<file path="config.mk">
export PLATFORM = sky130hd
export DESIGN_NAME = seq_booth_mult
export DESIGN_NICKNAME = d
export VERILOG_FILES = /design/src/rtl/seq_booth_mult.sv
export SDC_FILE = /design/constraint.sdc
export NUM_CORES = 1
export LEC_CHECK = 0
export ABC_AREA = 1
export BUFFER_PORTS_ARGS = -buffer_cell sky130_fd_sc_hd__buf_2
export CORE_ASPECT_RATIO = 1.2
export CORE_UTILIZATION = 40
export DETAILED_ROUTE_END_ITERATION = 10
export GPL_TIMING_DRIVEN = 0
export SYNTH_ARGS = -nofsm -noshare
export SYNTH_HDL_FRONTEND = slang
export SYNTH_SLANG_ARGS = --single-unit
</file>
<file path="constraint.sdc">
create_clock -name clk -period 2.3 [get_ports clk]
set_input_delay 0.345 -clock clk [delete_from_list [all_inputs] [get_ports clk]]
set_output_delay 0.345 -clock clk [all_outputs]
set_load 0.01 [all_outputs]
</file>
<file path="src/rtl/seq_booth_mult.sv">
// Sequential radix-2 Booth multiplier: one Booth step per cycle, valid/ready handshakes.
// Optional zero fast path: define SEQ_BOOTH_MULT_ZERO_SKIP_EN.
module seq_booth_mult #(
   parameter int WIDTH = 5
) (
   input  logic                 clk,
   input  logic                 rst,
   input  logic                 in_valid,
   output logic                 in_ready,
   input  logic [WIDTH-1:0]     in_a,
   input  logic [WIDTH-1:0]     in_b,
   output logic                 out_valid,
   input  logic                 out_ready,
   output logic [2*WIDTH-1:0]   out_prod,
   output logic                 busy
);

   localparam int CW = $clog2(WIDTH) + 1;

   typedef enum logic [1:0] {
      IDLE = 2'd0,
      CALC = 2'd1,
      DONE = 2'd2
   } state_t;

   state_t               state_q;
   logic [WIDTH-1:0]     mcand_q;
   logic [WIDTH-1:0]     acc_q;
   logic [WIDTH-1:0]     mplr_q;
   logic                 qm1_q;
   logic [CW-1:0]        cnt_q;
   logic [2*WIDTH-1:0]   prod_q;
   logic                 in_ready_q;
   logic                 out_valid_q;
   logic                 busy_q;

   logic [WIDTH:0]       acc_ext;
   logic [WIDTH:0]       mcand_ext;
   logic [WIDTH:0]       sum_d;
   logic [WIDTH-1:0]     acc_d;
   logic [WIDTH-1:0]     mplr_d;
   logic                 qm1_d;
   logic                 last_step;

   // One extra sign bit keeps subtracting -2^(WIDTH-1) from overflowing.
   always_comb begin
      acc_ext   = {acc_q[WIDTH-1], acc_q};
      mcand_ext = {mcand_q[WIDTH-1], mcand_q};
      sum_d     = acc_ext;
      case ({mplr_q[0], qm1_q})
         2'b10:   sum_d = acc_ext - mcand_ext;
         2'b01:   sum_d = acc_ext + mcand_ext;
         default: sum_d = acc_ext;
      endcase
   end

   // Arithmetic shift right of {sum, multiplier, q-1}.
   assign acc_d     = sum_d[WIDTH:1];
   assign mplr_d    = {sum_d[0], mplr_q[WIDTH-1:1]};
   assign qm1_d     = mplr_q[0];
   assign last_step = (cnt_q == CW'(WIDTH - 1));

`ifdef SEQ_BOOTH_MULT_ZERO_SKIP_EN
   logic zero_op;
   assign zero_op = (in_a == '0) || (in_b == '0);
`endif

   always_ff @(posedge clk) begin
      if (rst) begin
         state_q     <= IDLE;
         mcand_q     <= '0;
         acc_q       <= '0;
         mplr_q      <= '0;
         qm1_q       <= 1'b0;
         cnt_q       <= '0;
         prod_q      <= '0;
         in_ready_q  <= 1'b1;
         out_valid_q <= 1'b0;
         busy_q      <= 1'b0;
      end else begin
         case (state_q)
            IDLE: begin
               if (in_valid) begin
                  mcand_q    <= in_a;
                  mplr_q     <= in_b;
                  acc_q      <= '0;
                  qm1_q      <= 1'b0;
                  cnt_q      <= '0;
                  in_ready_q <= 1'b0;
                  busy_q     <= 1'b1;
`ifdef SEQ_BOOTH_MULT_ZERO_SKIP_EN
                  if (zero_op) begin
                     state_q     <= DONE;
                     prod_q      <= '0;
                     out_valid_q <= 1'b1;
                  end else begin
                     state_q <= CALC;
                  end
`else
                  state_q <= CALC;
`endif
               end
            end
            CALC: begin
               acc_q  <= acc_d;
               mplr_q <= mplr_d;
               qm1_q  <= qm1_d;
               cnt_q  <= cnt_q + CW'(1);
               if (last_step) begin
                  state_q     <= DONE;
                  prod_q      <= {acc_d, mplr_d};
                  out_valid_q <= 1'b1;
               end
            end
            DONE: begin
               // Consumption edge only returns to IDLE; a new pair waits a cycle.
               if (out_ready) begin
                  state_q     <= IDLE;
                  out_valid_q <= 1'b0;
                  in_ready_q  <= 1'b1;
                  busy_q      <= 1'b0;
               end
            end
            default: begin
               state_q     <= IDLE;
               in_ready_q  <= 1'b1;
               out_valid_q <= 1'b0;
               busy_q      <= 1'b0;
            end
         endcase
      end
   end

   assign in_ready  = in_ready_q;
   assign out_valid = out_valid_q;
   assign busy      = busy_q;
   assign out_prod  = prod_q;

endmodule

</file>
==> key figures, run 1 <==
Synthesis
  – Syn avg cell area: about 7.6 µm²
  – Flops & latches, synth: 35
  – Seq/Total Area, Yosys: 0.377
  – Netlist Area Pre-Place: around 1900 µm²
  – Synth Warn #: 0
  – Cells after synthesis: between 200 and 250
  – Syn_nets: approximately 270
  – Yosys cell types: 32

Floorplan
  – Die Y: 76.7 µm
  – Initial Util: 0.427
  – Total Die Area: 4930 µm²
  – Cell Rows: 26
  – Die width: 64.3 µm
  – Ports: 27
  – Core region area: roughly 4400 µm²

Clock tree
  – Skew-Pair Late Insertion Delay: 0.29 ns
  – CTS Buffer Depth: 2
  – CTS tree: yes
  – Clock buffer count from CTS: 5
  – Hold_buf cts: 0
  – Clk root buf: clkbuf_8
  – Reg clk slew, reported paths: 0.07 ns
  – CTS Sinks: 35
  – CTS H-tree lvls: 2

Finish
  – Final instance area: between 2000 and 2500 µm²
  – N_diodes: 0
  – Non-filler instance count after layout: 336
  – P&R area growth vs syn: 22.0%
  – Fin nets: between 300 and 400
  – Most frequent cells in the layout: 50 x nand2_1, 32 x dfxtp_1, 28 x buf_2
  – Most common cell after layout, fill and taps aside: nand2_1
  – Layout cells sized above 1: 0.307
  – Multi-input logic area: between 1000 and 1500 µm²
  – Reg area: a little over 700 µm²
  – FILL cells: 460
  – Final Core Density: 0.521

Routing
  – Initial drt markers: 44
  – DR vias/cell: roughly 4.9
  – Via count: 1640
  – First-pass DRT Iterations: 3
  – Average wire per standard cell: approximately 12 µm
  – Final ANT Viol Nets: 0
  – Overall routed net length: ~4000 µm
  – # DRC: 0

Global route
  – M3 GR Usage: 0.0357
  – Total GRT Usage: 0.179
  – First-pass GRT wire length: between 6000 and 7000 µm
  – Largest net degree at the start of global routing: 11
  – Grt met1 use: 0.212
  – Total gr overflow: 0
  – Initial antenna violation count: 0
  – Vias in the first global route: 1490
  – Busiest grt layer: met2
  – Met2 GRT Util: 0.317

Critical path
  – CP Capture Type: flop
  – Critical path required time: ~2.5 ns
  – Highest cell delay on the worst timing path: between 0.3 and 0.4 ns
  – CP max FO: 4
  – Critical path's slowest cell: dfxtp_4
  – CP dominant cell by count: nand2_1
  – Flop2flop setup slack: approximately 0.22 ns
  – Setup CP Type: reg2reg
  – CP Launch Type: flop
  – Critical path arrival: ~2.3 ns
  – Crit-path cells: inv_4, ha_4, nand2_1, o21ai_2, xnor2_2, ha_4, a21oi_2, nand2_1, nor2_1, nand2_1, nand3_1, nand2_1, nand2_2, nand2_1, a21oi_2

Timing
  – Worst-Margin Slew: 0.624 ns
  – Max Freq: between 400 and 500 MHz
  – Rel. slew slack: 0.584
  – # setup viols final: 0
  – Setup TNS: 0 ns
  – RSZ-0062 raised after global routing: false
  – Max-slew violations: 0
  – Final hold vios: 0
  – Tmin final: approximately 2.1 ns
  – Clock skew: about 0.005 ns
  – Tcrit/Tclk final: 0.903

Pwr
  – VDD IR max: roughly 600 µV
  – PD cells: roughly 660 nW/µm²
  – Power Total: roughly 1.5 mW
  – LEAKAGE: around 1.0 nW

Place
  – Cell total after placement: around 330
  – Dpl hpwl: between 3000 and 4000 µm
  – Post-DP Area: just over 2000 µm²
  – PortBufs: 25
  – GPL Wtd Cong: about 0.78

Flow run
  – MaxCap Viol Count: 0

Status
  – Outcome: finished, final reports clean

Min path
  – Hold Path Class: in2reg
-- synth_stat cells --
library cell | number | area [µm²]
buf_6 | 3 | 33.8
nand3_1 | 6 | 30.0
or2_2 | 1 | 6.26
or2_1 | 1 | 6.26
nor2_8 | 2 | 40.0
o22a_1 | 1 | 8.76
a21oi_1 | 22 | 110
a211oi_2 | 7 | 87.6
inv_2 | 4 | 15.0
inv_1 | 22 | 82.6
nand2_1 | 54 | 203
ha_1 | 10 | 125
o21ai_1 | 3 | 15.0
a211oi_1 | 5 | 37.5
nand2_2 | 3 | 18.8
o21a_1 | 1 | 7.51
nor2_1 | 27 | 101
nand4_1 | 1 | 6.26
a21oi_2 | 2 | 17.5
buf_2 | 3 | 15.0
fa_1 | 1 | 20.0
nor2_2 | 3 | 18.8
clkbuf_1 | 2 | 7.51
o31ai_1 | 1 | 7.51
xor2_1 | 1 | 8.76
dfxtp_1 | 35 | 701
nor3_1 | 4 | 20.0
o21ai_0 | 15 | 75.1
nor2_4 | 1 | 11.3
nand3b_1 | 1 | 7.51
xnor2_1 | 1 | 8.76
a21boi_0 | 1 | 7.51
-- timing repair --
item / 4_1_cts / 5_1_grt
endpoints found under the hold margin: 0 / 0
resized for setup: 1 / 29
pin swaps: 2 / 13
buffers inserted: 1 / 2
setup endpoints to repair: 2 / 6
-- state kept, by name, summed over array words and instances (netlist names) --
signal and flops:
cnt_q 4, qm1_q 1, acc_q 5, mcand_q 5, in_ready 1, out_prod 10, state_q 2, busy 1
mplr_q 5, out_valid 1
-- path summary, 6_finish.rpt --
kind	from	end	cells past startpoint
min	in_a[4]	mcand_q[4]$_SDFFE_PP0P_	3
max reg2reg	mcand_q[0]$_SDFFE_PP0P_	acc_q[4]$_SDFFE_PP0P_	15
min reg2reg	in_ready$_SDFFE_PP1P_	in_ready$_SDFFE_PP1P_	2
max	mcand_q[0]$_SDFFE_PP0P_	acc_q[4]$_SDFFE_PP0P_	15
-- cell type report --
| cell class | instances | share of cell area |
|---|---|---|
| buffer | 8 | 0.0248 |
| multi-input combinational | 175 | 0.480 |
| clock buffer | 8 | 0.0441 |
| inverter | 26 | 0.0441 |
| tap | 56 | 0.0309 |
| timing repair buffer | 28 | 0.0650 |
| sequential | 35 | 0.311 |
-- power by group --
part,internal (mW),switching (mW)
registers,0.636,0.0213
logic,0.149,0.205
clock network,0.273,0.216
-- worst max-delay path, delay by kind of cell (launching register included) --
kind                     cells  cell delay, ns
flip-flops                   1            0.36
XOR/XNOR                     1            0.16
adder cells (fa/ha/maj)      2            0.38
AND/OR/NAND/NOR              8            0.61
AO/OA/AOI/OAI                3            0.43
buffers and inverters        1            0.08
-- cell families after synthesis --
group,Yosys count,synth area share
adder cells (fa/ha/maj),11,0.0780
flip-flops,35,0.377
XOR/XNOR,2,0.00942
AO/OA/AOI/OAI,58,0.201
AND/OR/NAND/NOR,104,0.252
buffers and inverters,34,0.0827
-- metal layers --
layer	up-vias	part of all wire	wire length, µm
met5	-	0	0
met4	0	0.025	103
met3	10	0.019	78
met2	18	0.52	2120
met1	739	0.44	1800
li1	873	-	-
-- through the flow --
step           setup WS [ns]  hold slack [ns]
2_1_floorplan          0.258            0.443
3_3_place_gp         0.00289            0.453
3_5_place_dp         -0.0246            0.454
4_1_cts               0.0111            0.320
5_1_grt            0.0000440            0.332
6_report               0.222            0.324
Note: power is estimated with default switching activity, not from simulation.
==> run 2: changes to the inputs <==
--- a/config.mk
+++ b/config.mk
@@ -5,7 +5,7 @@
 export SDC_FILE = /design/constraint.sdc
 export NUM_CORES = 1
 export LEC_CHECK = 0
-export ABC_AREA = 1
+export ABC_AREA = 0
 export BUFFER_PORTS_ARGS = -buffer_cell sky130_fd_sc_hd__buf_2
 export CORE_ASPECT_RATIO = 1.2
 export CORE_UTILIZATION = 40
==> constraint.sdc (replaced) <==
create_clock -name clk -period 2.3 [get_ports clk]
set_input_delay 0.23 -clock clk [delete_from_list [all_inputs] [get_ports clk]]
set_output_delay 0.23 -clock clk [all_outputs]
set_load 0.01 [all_outputs]
==> key figures, run 2 <==
Synthesis
  – Yosys cell types: 41 (+28%)
  – Post-synth top area share: 0.401 (+0.0240)
  – Post-synth EDFFs: 0 (unchanged)
  – Most frequent cells after synthesis: 39 x nand2_1, 35 x dfxtp_1, 27 x a21oi_1
  – Cells after synthesis: 219 (-10%)
  – Synth Warn #: 0 (unchanged)
  – Syn_nets: 244 (-9.3%)
  – Seq/Total Area, Yosys: 0.401 (+0.0240)
  – Netlist Area Pre-Place: 1750 µm² (-6.0%)
  – Syn avg cell area: 7.99 µm² (+4.7%)
  – Yosys top cell by area: dfxtp_1
  – Flops & latches, synth: 35 (unchanged)
  – Most numerous cell in the Yosys netlist: nand2_1
  – Synth Flop Type: dfxtp_1
  – Area contributors post-synth: dfxtp_1 40%, nand2_1 8.4%, a21oi_1 7.7%
  – Ys async rst share: 0 (unchanged)

Pwr
  – Part of the power in registers: 0.445 (+0.007)
  – PD cells: 668 nW/µm² (+1.0%)
  – Combinational power share: 0.169 (-0.067)
  – Switching power: 406 µW (-8.4%)
  – LEAKAGE: 0.901 nW (-11%)
  – Sw frac: 0.277 (-0.0178)
  – Internal power: 1.06 mW (about the same)
  – VDD IR max: 307 µV (-49%)
  – Clock power frac: 0.386 (+0.060)

Timing
  – Hold WS: 0.152 ns (-0.172 ns)
  – Setup ws final: 0.0284 ns (-0.194 ns)
  – # setup viols final: 0 (unchanged)
  – Clock skew: 0.0117 ns (+0.00681 ns)
  – Tmin final: 2.27 ns (+0.194 ns)
  – Tcrit/Tclk final: 0.988 (+0.0843)
  – Rel. slew slack: 0.634 (+0.0502)
  – Worst-Margin Slew: 0.549 ns (-0.0753 ns)
  – RSZ-0062 raised after global routing: true
  – Final hold vios: 0 (unchanged)
  – Max Freq: 440 MHz (-8.5%)
  – Max-slew violations: 0 (unchanged)

Min path
  – Hold path endpoint: mcand_q[0]$_SDFFE_PP0P_
  – Worst hold start: in_a[0]
  – Hold Path Class: in2reg
  – Hold Crit Depth: 3 (unchanged)

Critical path
  – R2R Path End: out_prod[9]$_SDFFE_PP0P_
  – Worst r2r src: mplr_q[0]$_SDFFE_PP0P_
  – CP max FO: 6 (+2)
  – Flop2flop setup slack: 0.03 ns (-0.19 ns)
  – Setup CP Type: reg2reg
  – CP Launch Type: flop
  – R2r worst-path depth: 9 (-6)
  – Critical path required time: 2.54 ns (+0.02 ns)
  – CP Capture Type: flop
  – Critical path arrival: 2.51 ns (+0.21 ns)

Finish
  – Most common cell after layout, fill and taps aside: nand2_1
  – Layout cells sized above 1: 0.246 (-0.0610)
  – Fin nets: 280 (-7.9%)
  – FILL cells: 451 (-2.0%)
  – Most frequent cells in the layout: 39 x nand2_1, 32 x dfxtp_1, 28 x buf_2
  – Multi-input logic area: 1060 µm² (-3.0%)
  – P&R area growth vs syn: 25.3%
  – Max FFs per register: 10 (unchanged)
  – Reg area: 712 µm² (+0.71%)
  – N_diodes: 0 (unchanged)

Floorplan
  – Total Die Area: 4640 µm² (-5.8%)
  – Cell Rows: 26 (unchanged)
  – Initial Util: 0.414 (-0.0132)
  – Ports: 27 (unchanged)
  – Die Y: 74.4 µm (-3.0%)
  – Die width: 62.4 µm (-2.9%)
  – Core region area: 4230 µm² (-3.0%)

Clock tree
  – CTS H-tree lvls: 2 (unchanged)
  – CTS Buffer Depth: 2 (unchanged)
  – CTS Sinks: 35 (unchanged)
  – Reg clk slew, reported paths: 0.08 ns (about the same)
  – Skew-Pair Late Insertion Delay: 0.30 ns (about the same)
  – CTS tree: yes
  – Clock buffer count from CTS: 5 (unchanged)
  – Clk root buf: clkbuf_8

Status
  – Outcome: finished, final reports clean

Routing
  – Average wire per standard cell: 13.7 µm (+12%)
  – # DRC: 0 (unchanged)
  – Initial drt markers: 79 (+80%)
  – Final ANT Viol Nets: 0 (unchanged)
  – First-pass DRT Iterations: 4 (+1)
  – DR vias/cell: 5.20 (+6.5%)
  – Overall routed net length: 4270 µm (+3.9%)
  – Via count: 1622 (-1.1%)

Place
  – GPL Wtd Cong: 0.754 (-2.7%)
  – Placement Setup Slack: -0.184 ns (-0.159 ns)
  – Dpl hpwl: 2960 µm (-4.7%)
  – PortBufs: 25 (unchanged)

Global route
  – Largest net degree at the start of global routing: 13 (+2)
  – First-pass GRT wire length: 6900 µm (+0.10%)
  – Initial antenna violation count: 0 (unchanged)
  – Total GRT Usage: 0.195 (+0.0159)
  – Total gr overflow: 0 (unchanged)
  – Vias in the first global route: 1479 (-0.74%)

Flow run
  – MaxCap Viol Count: 0 (unchanged)
[run 2: worst max path at each step]
stage,from,to,cells after the start
floorplan,mcand_q[0]$_SDFFE_PP0P_,out_prod[9]$_SDFFE_PP0P_,9
global placement,mcand_q[0]$_SDFFE_PP0P_,out_prod[9]$_SDFFE_PP0P_,9
detailed placement,mcand_q[0]$_SDFFE_PP0P_,out_prod[9]$_SDFFE_PP0P_,9
CTS,mcand_q[0]$_SDFFE_PP0P_,acc_q[4]$_SDFFE_PP0P_,9
global route,mplr_q[0]$_SDFFE_PP0P_,out_prod[9]$_SDFFE_PP0P_,9
finish,mplr_q[0]$_SDFFE_PP0P_,out_prod[9]$_SDFFE_PP0P_,9
[run 2: cells by family (layout without fill, tap and decap cells)]
logic type                 count (synthesis)  count (layout)  synth area share
and+or+nand+nor                           88              88             0.231
AOI/OAI and AO/OA                         56              56             0.190
DFF                                       35              35             0.401
buffers and inverters                     20              57            0.0472
adders and majority gates                 11              11            0.0830
xor gates and xnor gates                   6               6            0.0300
muxes                                      3               3            0.0179
[run 2: per-stage QoR]
| step | cells | power [mW] | TNS [ns] | instance area [µm²] | util |
|---|---|---|---|---|---|
| global placement | 300 | 0.877 | -0.301 | 1940 | 0.460 |
| floorplan | 219 | 0.822 | 0 | 1750 | - |
| global route | 312 | 1.53 | -0.0269 | 2190 | 0.518 |
| CTS | 310 | 1.44 | 0 | 2120 | 0.501 |
| finish | 312 | 1.46 | 0 | 2190 | 0.518 |
| detailed placement | 300 | 0.879 | -0.443 | 1940 | 0.460 |
[run 2: area by class of cell]
class,count,share of cell area
clock inverter,3,0.0200
clock buffer,5,0.0314
tap,56,0.0320
multi-input combinational,164,0.482
buffer,13,0.0257
inverter,7,0.0131
sequential,35,0.325
timing repair buffer,29,0.0708
[run 2: power by group through the flow]
stage	logic, mW	clock network (mW)	registers (mW)
after floorplan	0.160	0	0.662
after global placement	0.211	0	0.665
after detailed placement	0.213	0	0.666
after CTS	0.226	0.568	0.650
after global routing	0.279	0.600	0.655
final	0.247	0.565	0.651
[run 2: per-layer routing]
metal	share of wire	vias to the layer above	GRT usage
met4	0.017	0	0.0904
li1	-	835	-
met3	0.030	6	0.0414
met2	0.49	27	0.349
met5	0	-	0
met1	0.47	754	0.227
[run 2: critical path: stages, from the launching register on]
cell and delay [ns]:
dfxtp_4 0.37, inv_4 0.06, ha_4 0.16, mux2_4 0.34
ha_4 0.26, a21o_1 0.13, nand4_1 0.10, and4_4 0.22
or4_4 0.51, nand3_2 0.07
[run 2: repair_timing]
action | 4_1_cts | 5_1_grt
gates resized for setup | 11 | 14
endpoints found under the hold margin | 0 | 0
pin swaps | 4 | 11
hold buffers | 0 | 0
setup buffers | 2 | 2
setup endpoints to repair | 4 | 3
